## config.mk

```make
export PLATFORM = sky130hd
export DESIGN_NAME = player_input_controller
export DESIGN_NICKNAME = d
export VERILOG_FILES = /design/src/rtl/player_input_controller.sv
export SDC_FILE = /design/constraint.sdc
export NUM_CORES = 1
export LEC_CHECK = 0
export ABC_AREA = 1
export CAP_MARGIN = 20
export CORE_MARGIN = 3
export CORE_UTILIZATION = 58
export DETAILED_ROUTE_END_ITERATION = 10
export PLACE_DENSITY_LB_ADDON = 0.3
export SLEW_MARGIN = 20
export SYNTH_ARGS = -nofsm -noshare
export SYNTH_HDL_FRONTEND = slang
export SYNTH_SLANG_ARGS = --single-unit
```

## constraint.sdc

```tcl
create_clock -name system_clock_in -period 3.7 [get_ports system_clock_in]
set_input_delay 0.74 -clock system_clock_in [delete_from_list [all_inputs] [get_ports system_clock_in]]
set_output_delay 0.74 -clock system_clock_in [all_outputs]
set_load 0.01 [all_outputs]
```

## src/rtl/player_input_controller.sv

```systemverilog
// player_input_controller
// Chooses between vision and pushbutton control, keeps the player lane moving
// one step at a time toward a target lane, and issues rate-limited jump pulses.
// Everything runs in the 65 MHz system clock domain.

module player_input_controller #(
    parameter logic [29:0] LANE_STEP_CYCLES = 30'd6_500_000,
    parameter logic [29:0] VISION_TIMEOUT   = 30'd65_000_000,
    parameter logic [29:0] JUMP_COOLDOWN    = 30'd32_500_000
) (
    input  logic       system_clock_in,
    input  logic       system_reset_n,
    input  logic [1:0] vision_lane,
    input  logic       vision_jump,
    input  logic       vision_valid,
    input  logic       btn_left,
    input  logic       btn_right,
    input  logic       btn_jump,
    input  logic       force_buttons,
    input  logic       game_active,
    output logic [1:0] player_lane,
    output logic       jump_pulse,
    output logic       source_vision,
    output logic       vision_lost
);

    typedef enum logic {
        SRC_BUTTONS = 1'b0,
        SRC_VISION  = 1'b1
    } srcState_t;

    typedef enum logic {
        STEP_IDLE = 1'b0,
        STEP_WAIT = 1'b1
    } stepState_t;

    srcState_t  r_srcState;
    stepState_t r_stepState;

    logic [29:0] r_watchdog;
    logic [29:0] r_stepTimer;
    logic [29:0] r_cooldown;
    logic [1:0]  r_target;
    logic [1:0]  r_playerLane;
    logic        r_jumpPulse;
    logic        r_sourceVision;
    logic        r_visionLost;
    logic        r_visionJumpPrev;
    logic        r_btnJumpPrev;

    logic        w_visionJumpReq;
    logic        w_btnJumpReq;
    logic        w_jumpReq;
    logic        w_timeoutHit;
    logic        w_enterButtons;
    logic [1:0]  w_targetNext;

    assign player_lane   = r_playerLane;
    assign jump_pulse    = r_jumpPulse;
    assign source_vision = r_sourceVision;
    assign vision_lost   = r_visionLost;

    // A jump request is a rising edge on whichever source currently has control.
    assign w_visionJumpReq = vision_jump & ~r_visionJumpPrev;
    assign w_btnJumpReq    = btn_jump & ~r_btnJumpPrev;
    assign w_jumpReq       = (r_srcState == SRC_VISION) ? w_visionJumpReq : w_btnJumpReq;

    // Vision has been silent for the full timeout once this cycle is also silent.
    assign w_timeoutHit   = (r_srcState == SRC_VISION) && !force_buttons && !vision_valid &&
                            (r_watchdog == VISION_TIMEOUT - 30'd1);
    assign w_enterButtons = (r_srcState == SRC_VISION) && (force_buttons || w_timeoutHit);

    // Source selection: vision takes over whenever it is valid and not overridden,
    // and gives control back on override or after a long silence.
    always_ff @(posedge system_clock_in or negedge system_reset_n) begin
        if (!system_reset_n) begin
            r_srcState     <= SRC_BUTTONS;
            r_watchdog     <= 30'd0;
            r_sourceVision <= 1'b0;
            r_visionLost   <= 1'b1;
        end else begin
            case (r_srcState)
                SRC_BUTTONS: begin
                    if (vision_valid && !force_buttons) begin
                        r_srcState     <= SRC_VISION;
                        r_watchdog     <= 30'd0;
                        r_sourceVision <= 1'b1;
                        r_visionLost   <= 1'b0;
                    end
                end
                SRC_VISION: begin
                    if (force_buttons) begin
                        r_srcState     <= SRC_BUTTONS;
                        r_watchdog     <= 30'd0;
                        r_sourceVision <= 1'b0;
                    end else if (vision_valid) begin
                        r_watchdog <= 30'd0;
                    end else if (w_timeoutHit) begin
                        r_srcState     <= SRC_BUTTONS;
                        r_watchdog     <= 30'd0;
                        r_sourceVision <= 1'b0;
                        r_visionLost   <= 1'b1;
                    end else begin
                        r_watchdog <= r_watchdog + 30'd1;
                    end
                end
                default: begin
                    r_srcState     <= SRC_BUTTONS;
                    r_watchdog     <= 30'd0;
                    r_sourceVision <= 1'b0;
                    r_visionLost   <= 1'b1;
                end
            endcase
        end
    end

    // Previous jump levels; a jump already held when vision takes over is not an edge.
    always_ff @(posedge system_clock_in or negedge system_reset_n) begin
        if (!system_reset_n) begin
            r_visionJumpPrev <= 1'b0;
            r_btnJumpPrev    <= 1'b0;
        end else begin
            r_visionJumpPrev <= vision_jump;
            r_btnJumpPrev    <= btn_jump;
        end
    end

    // Next target lane: vision sets it directly, buttons nudge it with saturation.
    always_comb begin
        w_targetNext = r_target;
        if (!game_active) begin
            w_targetNext = 2'd1;
        end else if (w_enterButtons) begin
            w_targetNext = r_playerLane;
        end else if (r_srcState == SRC_VISION) begin
            if (vision_valid && (vision_lane != 2'd3)) begin
                w_targetNext = vision_lane;
            end
        end else begin
            if (btn_left && !btn_right && (r_target != 2'd0)) begin
                w_targetNext = r_target - 2'd1;
            end else if (btn_right && !btn_left && (r_target != 2'd2)) begin
                w_targetNext = r_target + 2'd1;
            end
        end
    end

    // Target lane register.
    always_ff @(posedge system_clock_in or negedge system_reset_n) begin
        if (!system_reset_n) begin
            r_target <= 2'd1;
        end else begin
            r_target <= w_targetNext;
        end
    end

    // Lane stepper: one lane per step interval toward the target.
    always_ff @(posedge system_clock_in or negedge system_reset_n) begin
        if (!system_reset_n) begin
            r_stepState  <= STEP_IDLE;
            r_stepTimer  <= 30'd0;
            r_playerLane <= 2'd1;
        end else if (!game_active) begin
            r_stepState  <= STEP_IDLE;
            r_stepTimer  <= 30'd0;
            r_playerLane <= 2'd1;
        end else begin
            case (r_stepState)
                STEP_IDLE: begin
                    if (r_target != r_playerLane) begin
                        if (r_target > r_playerLane) begin
                            r_playerLane <= r_playerLane + 2'd1;
                        end else begin
                            r_playerLane <= r_playerLane - 2'd1;
                        end
                        if (LANE_STEP_CYCLES > 30'd1) begin
                            r_stepTimer <= LANE_STEP_CYCLES - 30'd1;
                            r_stepState <= STEP_WAIT;
                        end
                    end
                end
                STEP_WAIT: begin
                    if (r_stepTimer <= 30'd1) begin
                        r_stepTimer <= 30'd0;
                        r_stepState <= STEP_IDLE;
                    end else begin
                        r_stepTimer <= r_stepTimer - 30'd1;
                    end
                end
                default: begin
                    r_stepTimer <= 30'd0;
                    r_stepState <= STEP_IDLE;
                end
            endcase
        end
    end

    // Jump issue with cooldown; requests during cooldown are simply dropped.
    always_ff @(posedge system_clock_in or negedge system_reset_n) begin
        if (!system_reset_n) begin
            r_jumpPulse <= 1'b0;
            r_cooldown  <= 30'd0;
        end else if (!game_active) begin
            r_jumpPulse <= 1'b0;
            r_cooldown  <= 30'd0;
        end else if (w_jumpReq && (r_cooldown == 30'd0)) begin
            r_jumpPulse <= 1'b1;
            r_cooldown  <= JUMP_COOLDOWN;
        end else begin
            r_jumpPulse <= 1'b0;
            if (r_cooldown != 30'd0) begin
                r_cooldown <= r_cooldown - 30'd1;
            end
        end
    end

endmodule

```

==> summary.md, run 1 <==
| Metric | Value |
|---|---|
| Most frequent cell after synthesis | `nand2_1` |
| Synth Area in Simple Gates | `40.0%` |
| Register area | `2530 µm²` |
| Syn Nets | `954` |
| Fin cells | `1096` |
| Post-synthesis cell count | `between 900 and 1000` |
| Fmax | `0.449 GHz` |
| Worst skew pair latency | `350 ps` |
| Site Rows | `38` |
| Post-route ant nets | `0` |
| Mean Syn Cell Area | `7.28 µm²` |
| Synth area leader | `dfrtp_1` |
| Reg clk slew, reported paths | `70 ps` |
| Relative slew slack | `slightly below 50%` |
| PD cells | `736 nW/µm²` |
| Post-synth top cells | `nand2_1, nor2_1, dfrtp_1` |
| Top cell type's share of synthesized area | `36.0%` |
| Fin nets | `968` |
| First-pass GRT wire length | `between 20000 and 30000 µm` |
| Critical Path Source Type | `flip-flop` |
| Run status | `complete, no violations` |
| Yosys cell types | `47` |
| Sequential share of power | `30.9%` |
| Dpl hpwl | `approximately 11000 µm` |
| Total track usage | `26.1%` |
| Core area | `11200 µm²` |
| RePlAce Congestion | `0.936` |
| Sw power | `between 2 and 3 mW` |
| Largest net degree at the start of global routing | `62` |
| Sw frac | `47.9%` |
| Leakage | `3.46 nW` |
| Buf+Inv Stages, Crit Path | `1` |
| Post-CTS Setup Repair Bufs | `0` |
| DR iter-0 viols | `about 430` |
| Worst slew pin tran | `769 ps` |
| Vias/cell | `5.53` |
| Synth Cell Area | `6820 µm²` |
| CP max-delay cell | `dfstp_2` |
| Reg2reg end | `r_stepTimer[14]` |
| Clock sink count | `101` |
| Cells on worst reg2reg path | `6` |
| DIE HEIGHT | `114 µm` |
| Post-synthesis adder-cell area fraction | `1.10%` |
| RSZ-0062 raised after global routing | `no` |
| Final Critical Period | `2230 ps` |
| Pint | `2.82 mW` |
| DRC errors left | `0` |
| Clock power share | `16.7%` |
| Initial core utilization | `slightly above 60%` |
| Die span in x | `114 µm` |
| Final Hold Viols | `0` |
| Sum of negative setup slack | `0 ps` |
| Area contributors post-synth | `dfrtp_1, nand2_1, nor2_1, nand3_1, inv_1` |
| Post-synthesis mux area share | `0%` |
| Fraction of registers with async set/reset | `100%` |
| Max-cap violations | `0` |
| TritonCTS clock tree | `done` |
| Routed len/inst | `14.4 µm` |
| Fill count | `about 990` |
| Crit path max fanout | `6` |
| Synth Register Bits | `101` |
| FF-to-FF setup slack | `1480 ps` |
| Drt pass-1 iters | `7` |
| XOR/XNOR share of the synthesized area | `6.17%` |
| Vias | `6063` |
| Fin crit share | `60.2%` |
| Critical path's largest stage delay | `approximately 590 ps` |
| Crit path capture type | `output pin` |
| Dpl cells | `1080` |
| Setup Skew | `9.35 ps` |
| Area Overhead vs Synth | `7.80%` |
| Ant. Diodes | `0` |
| WL final | `15800 µm` |
| Critical Path RT | `2960 ps` |
| Hold buffers post-CTS | `0` |
| Top delay family on crit path | `flip-flops` |
| Clk root buf | `clkbuf_16` |
| # setup viols final | `0` |
| Vias in the first global route | `slightly below 6000` |
| RR Startpoint | `r_target[0]` |
| Hold crit path type | `in -> async` |
| Max IR drop VDD | `between 0.6 and 0.7 mV` |
| Crit Path Category | `reg -> out` |
| EDFF count, synth | `0` |
| Final Util | `65.8%` |
| CTS Buf Count | `9` |
| Critical Path AT | `1490 ps` |
| Largest family of logic cells by synthesized area | `simple AND/OR/NAND/NOR gates` |
| CTS H-tree depth | `3` |
| Hold slack | `465 ps` |
| Share of layout cells above drive strength 1 | `11.2%` |
| Clock buffer depth | `2` |
| Yosys Warn Count | `0` |
| Comb pwr share | `between 50% and 60%` |
| I/O pin cnt | `16` |
| Area of the multi-input gates | `3810 µm²` |
| Most used DFF post-synth | `dfrtp_1` |
| Fin. max-slew vios | `0` |
| Post-synthesis compound-gate area fraction | `8.59%` |
| Post-cts resize count | `0` |
| Seq/Total Area, Yosys | `a little under two fifths` |
| Grt total ovfl | `0` |
| IO Port Bufs | `15` |
| Ordered cell list for the critical path | `clkdlybuf4s50_1` |
| Total power after layout | `5.41 mW` |
| Die Area | `about 13000 µm²` |
| Initial antenna violation count | `0` |
==> power groups by stage <==
stage / Combinational, mW / Clock, mW / Sequential, mW
finish: 2.84 / 0.903 / 1.67
global route: 3.21 / 0.966 / 1.71
CTS: 2.82 / 0.923 / 1.66
detailed placement: 2.80 / 0 / 1.68
global placement: 2.75 / 0 / 1.68
floorplan: 2.32 / 0 / 1.60
==> cell usage in the layout, fill, tap and decap left out, drive strengths merged, types with 5 or more instances in the layout <==
cell           count
nor3              27
o21ai             45
clkbuf            15
nand3             81
nor2             188
nand3b             6
o22ai              6
dfrtp             98
inv               99
xor2              32
nor4               5
xnor2             16
a21oi             24
buf                6
o31ai             10
nand2            232
clkdlybuf4s50     14
nand4             23
ha                 6
or2                5
==> metrics by stage <==
stage | area [µm²] | setup slack [ps]
3_5_place_dp | 7070 | 1130
6_report | 7350 | 1470
5_1_grt | 7350 | 1240
4_1_cts | 7350 | 1460
2_1_floorplan | 6820 | 1940
3_3_place_gp | 7070 | 1190
==> logic make-up (layout without fill, tap and decap cells) <==
kind of cell / after synthesis / in the layout
compound gates: 95 / 95
simple gates: 571 / 571
buf+inv: 116 / 135
flops: 101 / 101
xor+xnor: 48 / 48
fa+ha+maj: 6 / 6
==> metal layers <==
| metal | part of all wire, % | track usage, % | up-vias |
|---|---|---|---|
| met5 | 0 | 0 | - |
| met4 | 1.1 | 6.97 | 0 |
| met3 | 4.6 | 5.23 | 17 |
| met2 | 46 | 41.1 | 131 |
| met1 | 48 | 36.8 | 2865 |
| li1 | - | - | 3050 |
==> layout make-up <==
class                   count  share of cell area [%]
multi-input cells         720                    51.9
flip-flops and latches    101                    34.4
inverters                  99                    5.06
clock buffers              15                    3.64
repair buffers             20                    2.52
well taps                 140                    2.38
clock inverters             1                   0.102
==> worst max-delay path by stage <==
| stage | slack (ps) | end | cells after the start | startpoint |
|---|---|---|---|---|
| after detailed placement | 1130 | r_cooldown[10] | 8 | btn_jump |
| after global routing | 1240 | r_stepTimer[12] | 6 | r_target[0] |
| final | 1470 | player_lane[0] | 1 | player_lane[0] |
| after CTS | 1460 | player_lane[0] | 1 | player_lane[0] |
| after floorplan | 1940 | r_cooldown[10] | 7 | btn_jump |
| after global placement | 1190 | r_cooldown[10] | 8 | btn_jump |
==> registers in the layout (all words and copies together), names as in the netlist <==
name / flops
jump_pulse: 1
player_lane: 2
r_btnJumpPrev: 1
r_cooldown: 30
r_srcState: 1
r_stepState: 1
r_stepTimer: 30
r_target: 2
r_visionJumpPrev: 1
r_watchdog: 30
source_vision: 1
vision_lost: 1
Note: power is estimated with default switching activity, not from simulation.
==> run 2: changes to the inputs <==
--- a/config.mk
+++ b/config.mk
@@ -8,7 +8,7 @@
 export ABC_AREA = 1
 export CAP_MARGIN = 20
 export CORE_MARGIN = 3
-export CORE_UTILIZATION = 58
+export CORE_UTILIZATION = 57
 export DETAILED_ROUTE_END_ITERATION = 10
 export PLACE_DENSITY_LB_ADDON = 0.3
 export SLEW_MARGIN = 20
==> constraint.sdc (replaced) <==
create_clock -name system_clock_in -period 1.85 [get_ports system_clock_in]
set_input_delay 0.37 -clock system_clock_in [delete_from_list [all_inputs] [get_ports system_clock_in]]
set_output_delay 0.37 -clock system_clock_in [all_outputs]
set_load 0.01 [all_outputs]
==> summary.md, run 2 (synthesized netlist as in run 1, its figures left out) <==
| Metric | Value |
|---|---|
| Cells on worst reg2reg path | `8` |
| Share of layout cells above drive strength 1 | `roughly 20%` |
| IO Port Bufs | `15` |
| Clock sink count | `101` |
| RePlAce Congestion | `0.986` |
| Largest net degree at the start of global routing | `41` |
| Core area | `~12000 µm²` |
| Max IR drop VDD | `1.15 mV` |
| DP Worst Slack | `-226 ps` |
| Total track usage | `27.2%` |
| Sequential share of power | `between 20% and 30%` |
| Area of the multi-input gates | `3940 µm²` |
| FF-to-FF setup slack | `~16 ps` |
| Top Registers | `r_cooldown x30, r_stepTimer x30, r_watchdog x30` |
| TritonCTS clock tree | `done` |
| Hold slack | `465 ps` |
| Clk root buf | `clkbuf_16` |
| Fin nets | `between 1000 and 1500` |
| Leakage | `3.94 nW` |
| Worst slew pin tran | `446 ps` |
| RSZ-0062 raised after global routing | `yes` |
| Setup Skew | `between 8 and 9 ps` |
| Reg2reg end | `r_cooldown[19]` |
| Final Hold Viols | `0` |
| Initial core utilization | `59.0%` |
| I/O pin cnt | `16` |
| DR iter-0 viols | `~550` |
| Grt total ovfl | `0` |
| CTS H-tree depth | `3` |
| Crit path max fanout | `5` |
| Relative slew slack | `between 60% and 70%` |
| Final Critical Period | `1830 ps` |
| Reg clk slew, reported paths | `~70 ps` |
| Die Area | `roughly 13000 µm²` |
| Area Overhead vs Synth | `20.8%` |
| CP most frequent cell | `nor2_1` |
| Crit Path Category | `reg -> reg` |
| Critical Path RT | `2100 ps` |
| RR Startpoint | `r_cooldown[6]` |
| Vias | `between 6000 and 7000` |
| Post-route ant nets | `0` |
| Fin crit share | `99.2%` |
| Setup crit start | `r_cooldown[6]` |
| Fmax | `0.545 GHz` |
| Die span in x | `115 µm` |
| Critical path's largest stage delay | `450 ps` |
| Hold crit path type | `in -> async` |
| DRC errors left | `0` |
| Final WS setup | `15.6 ps` |
| CTS Buf Count | `9` |
| Register area | `about 2500 µm²` |
| Routed len/inst | `14.7 µm` |
| Crit path capture type | `flip-flop` |
| Run status | `complete, no violations` |
| Ant. Diodes | `0` |
| Critical Path Source Type | `flip-flop` |
| Initial antenna violation count | `0` |
| Drt pass-1 iters | `5` |
| Clock buffer depth | `2` |
| Commonest non-fill, non-tap cell in the layout | `nand2_1` |
| Pint | `7.01 mW` |
| Fill count | `891` |
| Critical Path AT | `2080 ps` |
| Most frequent cells in the layout | `nand2_1, nor2_1, dfrtp_1, inv_1` |
| CP max-delay cell | `dfrtp_1` |
| Worst skew pair latency | `about 360 ps` |
| Comb pwr share | `about 57%` |
| Ordered cell list for the critical path | `nor2_1 -> inv_1 -> nor3_4 -> nand3_2 -> o21ai_1 -> nand2_1 -> nor2_1 -> nor2_2` |
| DIE HEIGHT | `roughly 120 µm` |
| WL final | `roughly 17000 µm` |
| Clock power share | `17.6%` |
| First-pass GRT wire length | `29400 µm` |
| Vias/cell | `5.51` |
| Sw frac | `45.6%` |
| Fin. max-slew vios | `0` |
| PD cells | `1560 nW/µm²` |
| Vias in the first global route | `approximately 6200` |
| Dpl hpwl | `12400 µm` |
| Site Rows | `39` |
| Sw power | `5.87 mW` |
| # setup viols final | `0` |
| Max-cap violations | `0` |
-- run 2: cell count changes in the layout (fill, tap and decap cells not counted), sizes merged --
| cell | change |
|---|---|
| clkinv | +1 |
| bufinv | +3 |
| clkdlybuf4s50 | -1 |
| buf | +76 |
| dlygate4sd2 | +1 |
| dlygate4sd3 | +1 |
| clkbuf | -4 |
-- run 2: through the flow --
step / utilization, % / area, µm² / setup TNS [ps] / power, mW / cells
6_report: 71.2 / 8240 / 0 / 12.9 / 1176
5_1_grt: 71.2 / 8240 / -301 / 13.8 / 1176
4_1_cts: 69.6 / 8050 / 0 / 12.2 / 1169
3_5_place_dp: 66.1 / 7650 / -2780 / 9.82 / 1149
3_3_place_gp: 66.1 / 7650 / -2140 / 9.69 / 1149
2_1_floorplan: - / 6820 / 0 / 7.82 / 937
-- run 2: power groups by stage --
stage,logic (mW),registers (mW),clock network [mW]
2_1_floorplan,4.63,3.19,0
3_3_place_gp,6.39,3.29,0
3_5_place_dp,6.51,3.31,0
4_1_cts,6.64,3.27,2.30
5_1_grt,8.08,3.36,2.38
6_report,7.32,3.30,2.26
-- run 2: layer usage --
| metal | part of all wire, % | global-route usage (%) | vias to the layer above |
|---|---|---|---|
| met5 | 0 | 0 | - |
| met4 | 2.2 | 9.23 | 0 |
| met3 | 4.7 | 3.26 | 35 |
| met2 | 46 | 43.3 | 191 |
| met1 | 47 | 38.6 | 3032 |
| li1 | - | - | 3218 |
-- run 2: timing repair --
item / 4_1_cts / 5_1_grt
hold buffers: 1 / 0
endpoints found under the setup margin: 9 / 63
resized for setup: 2 / 32
hold endpoints to repair: 22 / 0
gates cloned: 0 / 0
setup buffers: 3 / 7
pin swaps: 1 / 11
-- run 2: worst max path at each step --
stage | slack, ps | to
floorplan | 160 | r_cooldown[15]
global placement | -180 | r_cooldown[13]
detailed placement | -230 | r_cooldown[13]
CTS | 20 | r_cooldown[24]
global route | -50 | r_cooldown[19]
finish | 20 | r_cooldown[19]
-- run 2: final cells by class --
type                            count  share of cell area [%]
Sequential cell                   101                    30.7
Tap cell                          143                    2.17
Multi-Input combinational cell    720                    47.8
Clock inverter                      5                    1.29
Timing Repair Buffer               97                    10.4
Inverter                           99                    4.51
Clock buffer                       11                    3.07
-- run 2: critical path, delay by kind of cell (launching register included) --
| kind | cells | cell delay [ps] |
|---|---|---|
| compound gates | 1 | 190 |
| buf+inv | 1 | 100 |
| flops | 1 | 450 |
| simple gates | 6 | 990 |
==> run 3: changes to the inputs <==
==> constraint.sdc (replaced) <==
create_clock -name system_clock_in -period 1.85 [get_ports system_clock_in]
set_input_delay 0.2775 -clock system_clock_in [delete_from_list [all_inputs] [get_ports system_clock_in]]
set_output_delay 0.2775 -clock system_clock_in [all_outputs]
set_load 0.01 [all_outputs]
==> summary.md, run 3 (synthesized netlist as in run 1, its figures left out) <==
| Metric | Value |
|---|---|
| Grt total ovfl | `0` |
| Clock sink count | `101` |
| Reg clk slew, reported paths | `70 ps` |
| Die span in x | `115 µm` |
| Setup Skew | `6.79 ps` |
| First-pass GRT wire length | `29200 µm` |
| CP most frequent cell | `nor2_4` |
| Fin nets | `1037` |
| Max-cap violations | `0` |
| CTS Buf Count | `9` |
| TritonCTS clock tree | `done` |
| Reg2reg end | `r_cooldown[13]` |
| Drt pass-1 iters | `6` |
| Critical Path Source Type | `flip-flop` |
| Clk root buf | `clkbuf_16` |
| Final Hold Viols | `0` |
| Share of layout cells above drive strength 1 | `20.5%` |
| Total track usage | `27.2%` |
| Crit Path Category | `reg -> reg` |
| Relative slew slack | `65.1%` |
| Site Rows | `39` |
| Crit path max fanout | `12` |
| PD cells | `1540 nW/µm²` |
| Initial antenna violation count | `0` |
| FF-to-FF setup slack | `20 ps` |
| DRC errors left | `0` |
| Worst skew pair latency | `350 ps` |
| Fin. max-slew vios | `0` |
| Final Critical Period | `1830 ps` |
| Sw frac | `approximately 47%` |
| # setup viols final | `0` |
| Most frequent cells in the layout | `nand2_1, nor2_1, dfrtp_1, inv_1, buf_4` |
| Ordered cell list for the critical path | `nor2_2 -> nand2_2 -> buf_4 -> nor3_4 -> nand4_4 -> nor2_4 -> nor2_4 -> buf_12 -> a21oi_1` |
| Area Overhead vs Synth | `19.3%` |
| Fmax | `0.545 GHz` |
| Sw power | `5.90 mW` |
| Max IR drop VDD | `about 1.1 mV` |
| CP max-delay cell | `dfrtp_1` |
| Total power after layout | `12.5 mW` |
| Vias/cell | `5.61` |
| Fin crit share | `99.1%` |
| Hold crit path type | `in -> async` |
| Leakage | `3.88 nW` |
| Critical Path AT | `2120 ps` |
| Routed len/inst | `approximately 15 µm` |
| Fin cells | `around 1200` |
| Critical path's largest stage delay | `430 ps` |
| Pint | `6.58 mW` |
| Dpl cells | `around 1100` |
| Sequential share of power | `26.5%` |
| Top Registers | `r_cooldown x30, r_stepTimer x30, r_watchdog x30` |
| DIE HEIGHT | `115 µm` |
| Clock buffer depth | `2` |
| DP Worst Slack | `-142 ps` |
| Vias | `6552` |
| Run status | `complete, no violations` |
| Crit path capture type | `flip-flop` |
| WL final | `17600 µm` |
| I/O pin cnt | `16` |
| RePlAce Congestion | `0.954` |
| Die Area | `13300 µm²` |
| Largest net degree at the start of global routing | `41` |
| Final WS setup | `16.1 ps` |
| Core area | `11600 µm²` |
| Worst slew pin tran | `521 ps` |
| CTS H-tree depth | `3` |
| Clock power share | `between 15 and 20%` |
| DR iter-0 viols | `632` |
| Ant. Diodes | `0` |
| Dpl hpwl | `approximately 13000 µm` |
| Initial core utilization | `59.0%` |
| Cells on worst reg2reg path | `9` |
| IO Port Bufs | `15` |
| Vias in the first global route | `6185` |
| Critical Path RT | `2130 ps` |
| RR Startpoint | `r_cooldown[9]` |
| Commonest non-fill, non-tap cell in the layout | `nand2_1` |
| Fill count | `919` |
| Comb pwr share | `58.1%` |
| Post-route ant nets | `0` |
## run 3: changes by cell type in the layout (fill, tap and decap cells not counted), sizes merged
cell and delta:
clkinvlp -1, bufinv -2, dlygate4sd2 -1, buf -8
clkdlybuf4s50 +1, clkbuf +3
## run 3: through the flow
| step | hold slack [ps] | setup TNS (ps) | area (µm²) | util [%] |
|---|---|---|---|---|
| CTS | 382 | 0 | 7890 | 68.2 |
| global route | 391 | -325 | 8130 | 70.3 |
| global placement | 213 | -880 | 7570 | 65.5 |
| detailed placement | 214 | -2030 | 7570 | 65.5 |
| floorplan | -18.1 | 0 | 6820 | - |
| finish | 376 | 0 | 8130 | 70.3 |
## run 3: worst max-delay path by stage
stage / startpoint / endpoint / slack (ps) / depth (start not counted)
final: r_cooldown[9] / r_cooldown[13] / 20 / 9
after global routing: r_cooldown[2] / r_cooldown[5] / -50 / 9
after CTS: r_watchdog[0] / r_watchdog[22] / 3 / 10
after detailed placement: btn_jump / r_cooldown[21] / -140 / 8
after global placement: btn_jump / r_cooldown[21] / -100 / 8
after floorplan: r_cooldown[0] / r_cooldown[15] / 160 / 10
## run 3: power by group through the flow
stage                     Sequential, mW  Combinational (mW)  Clock [mW]
after detailed placement            3.30                6.52           0
final                               3.31                7.26        1.92
after global placement              3.29                6.43           0
after floorplan                     3.19                4.63           0
after CTS                           3.27                6.65        1.95
after global routing                3.37                7.92        2.03
## run 3: critical path: cells and delay by family (launching register included)
| kind | cells | cell delay (ps) |
|---|---|---|
| flip-flops | 1 | 430 |
| AO/OA/AOI/OAI | 1 | 110 |
| buffers and inverters | 2 | 310 |
| AND/OR/NAND/NOR | 6 | 900 |
## run 3: what timing repair did
action	4_1_cts	5_1_grt
resized for setup	0	53
endpoints found under the setup margin	7	52
setup buffers	1	6
hold buffers	1	0
hold endpoints to repair	22	0
pin swaps	1	9
## run 3: routing by layer
| metal | global-route usage, % | part of all wire [%] |
|---|---|---|
| met5 | 0 | 0 |
| met1 | 37.3 | 45 |
| met4 | 8.69 | 2.1 |
| met3 | 5.79 | 6.1 |
| met2 | 43.5 | 47 |
## run 3: final cells by class
cell class                 count  area, µm²  share of cell area [%]
clock buffer                  14        254                    3.12
clock inverter                 2       35.0                   0.431
inverter                      99        372                    4.57
multi-input combinational    720       4000                    49.2
sequential                   101       2540                    31.2
tap                          143        179                    2.20
timing repair buffer          89        756                    9.29
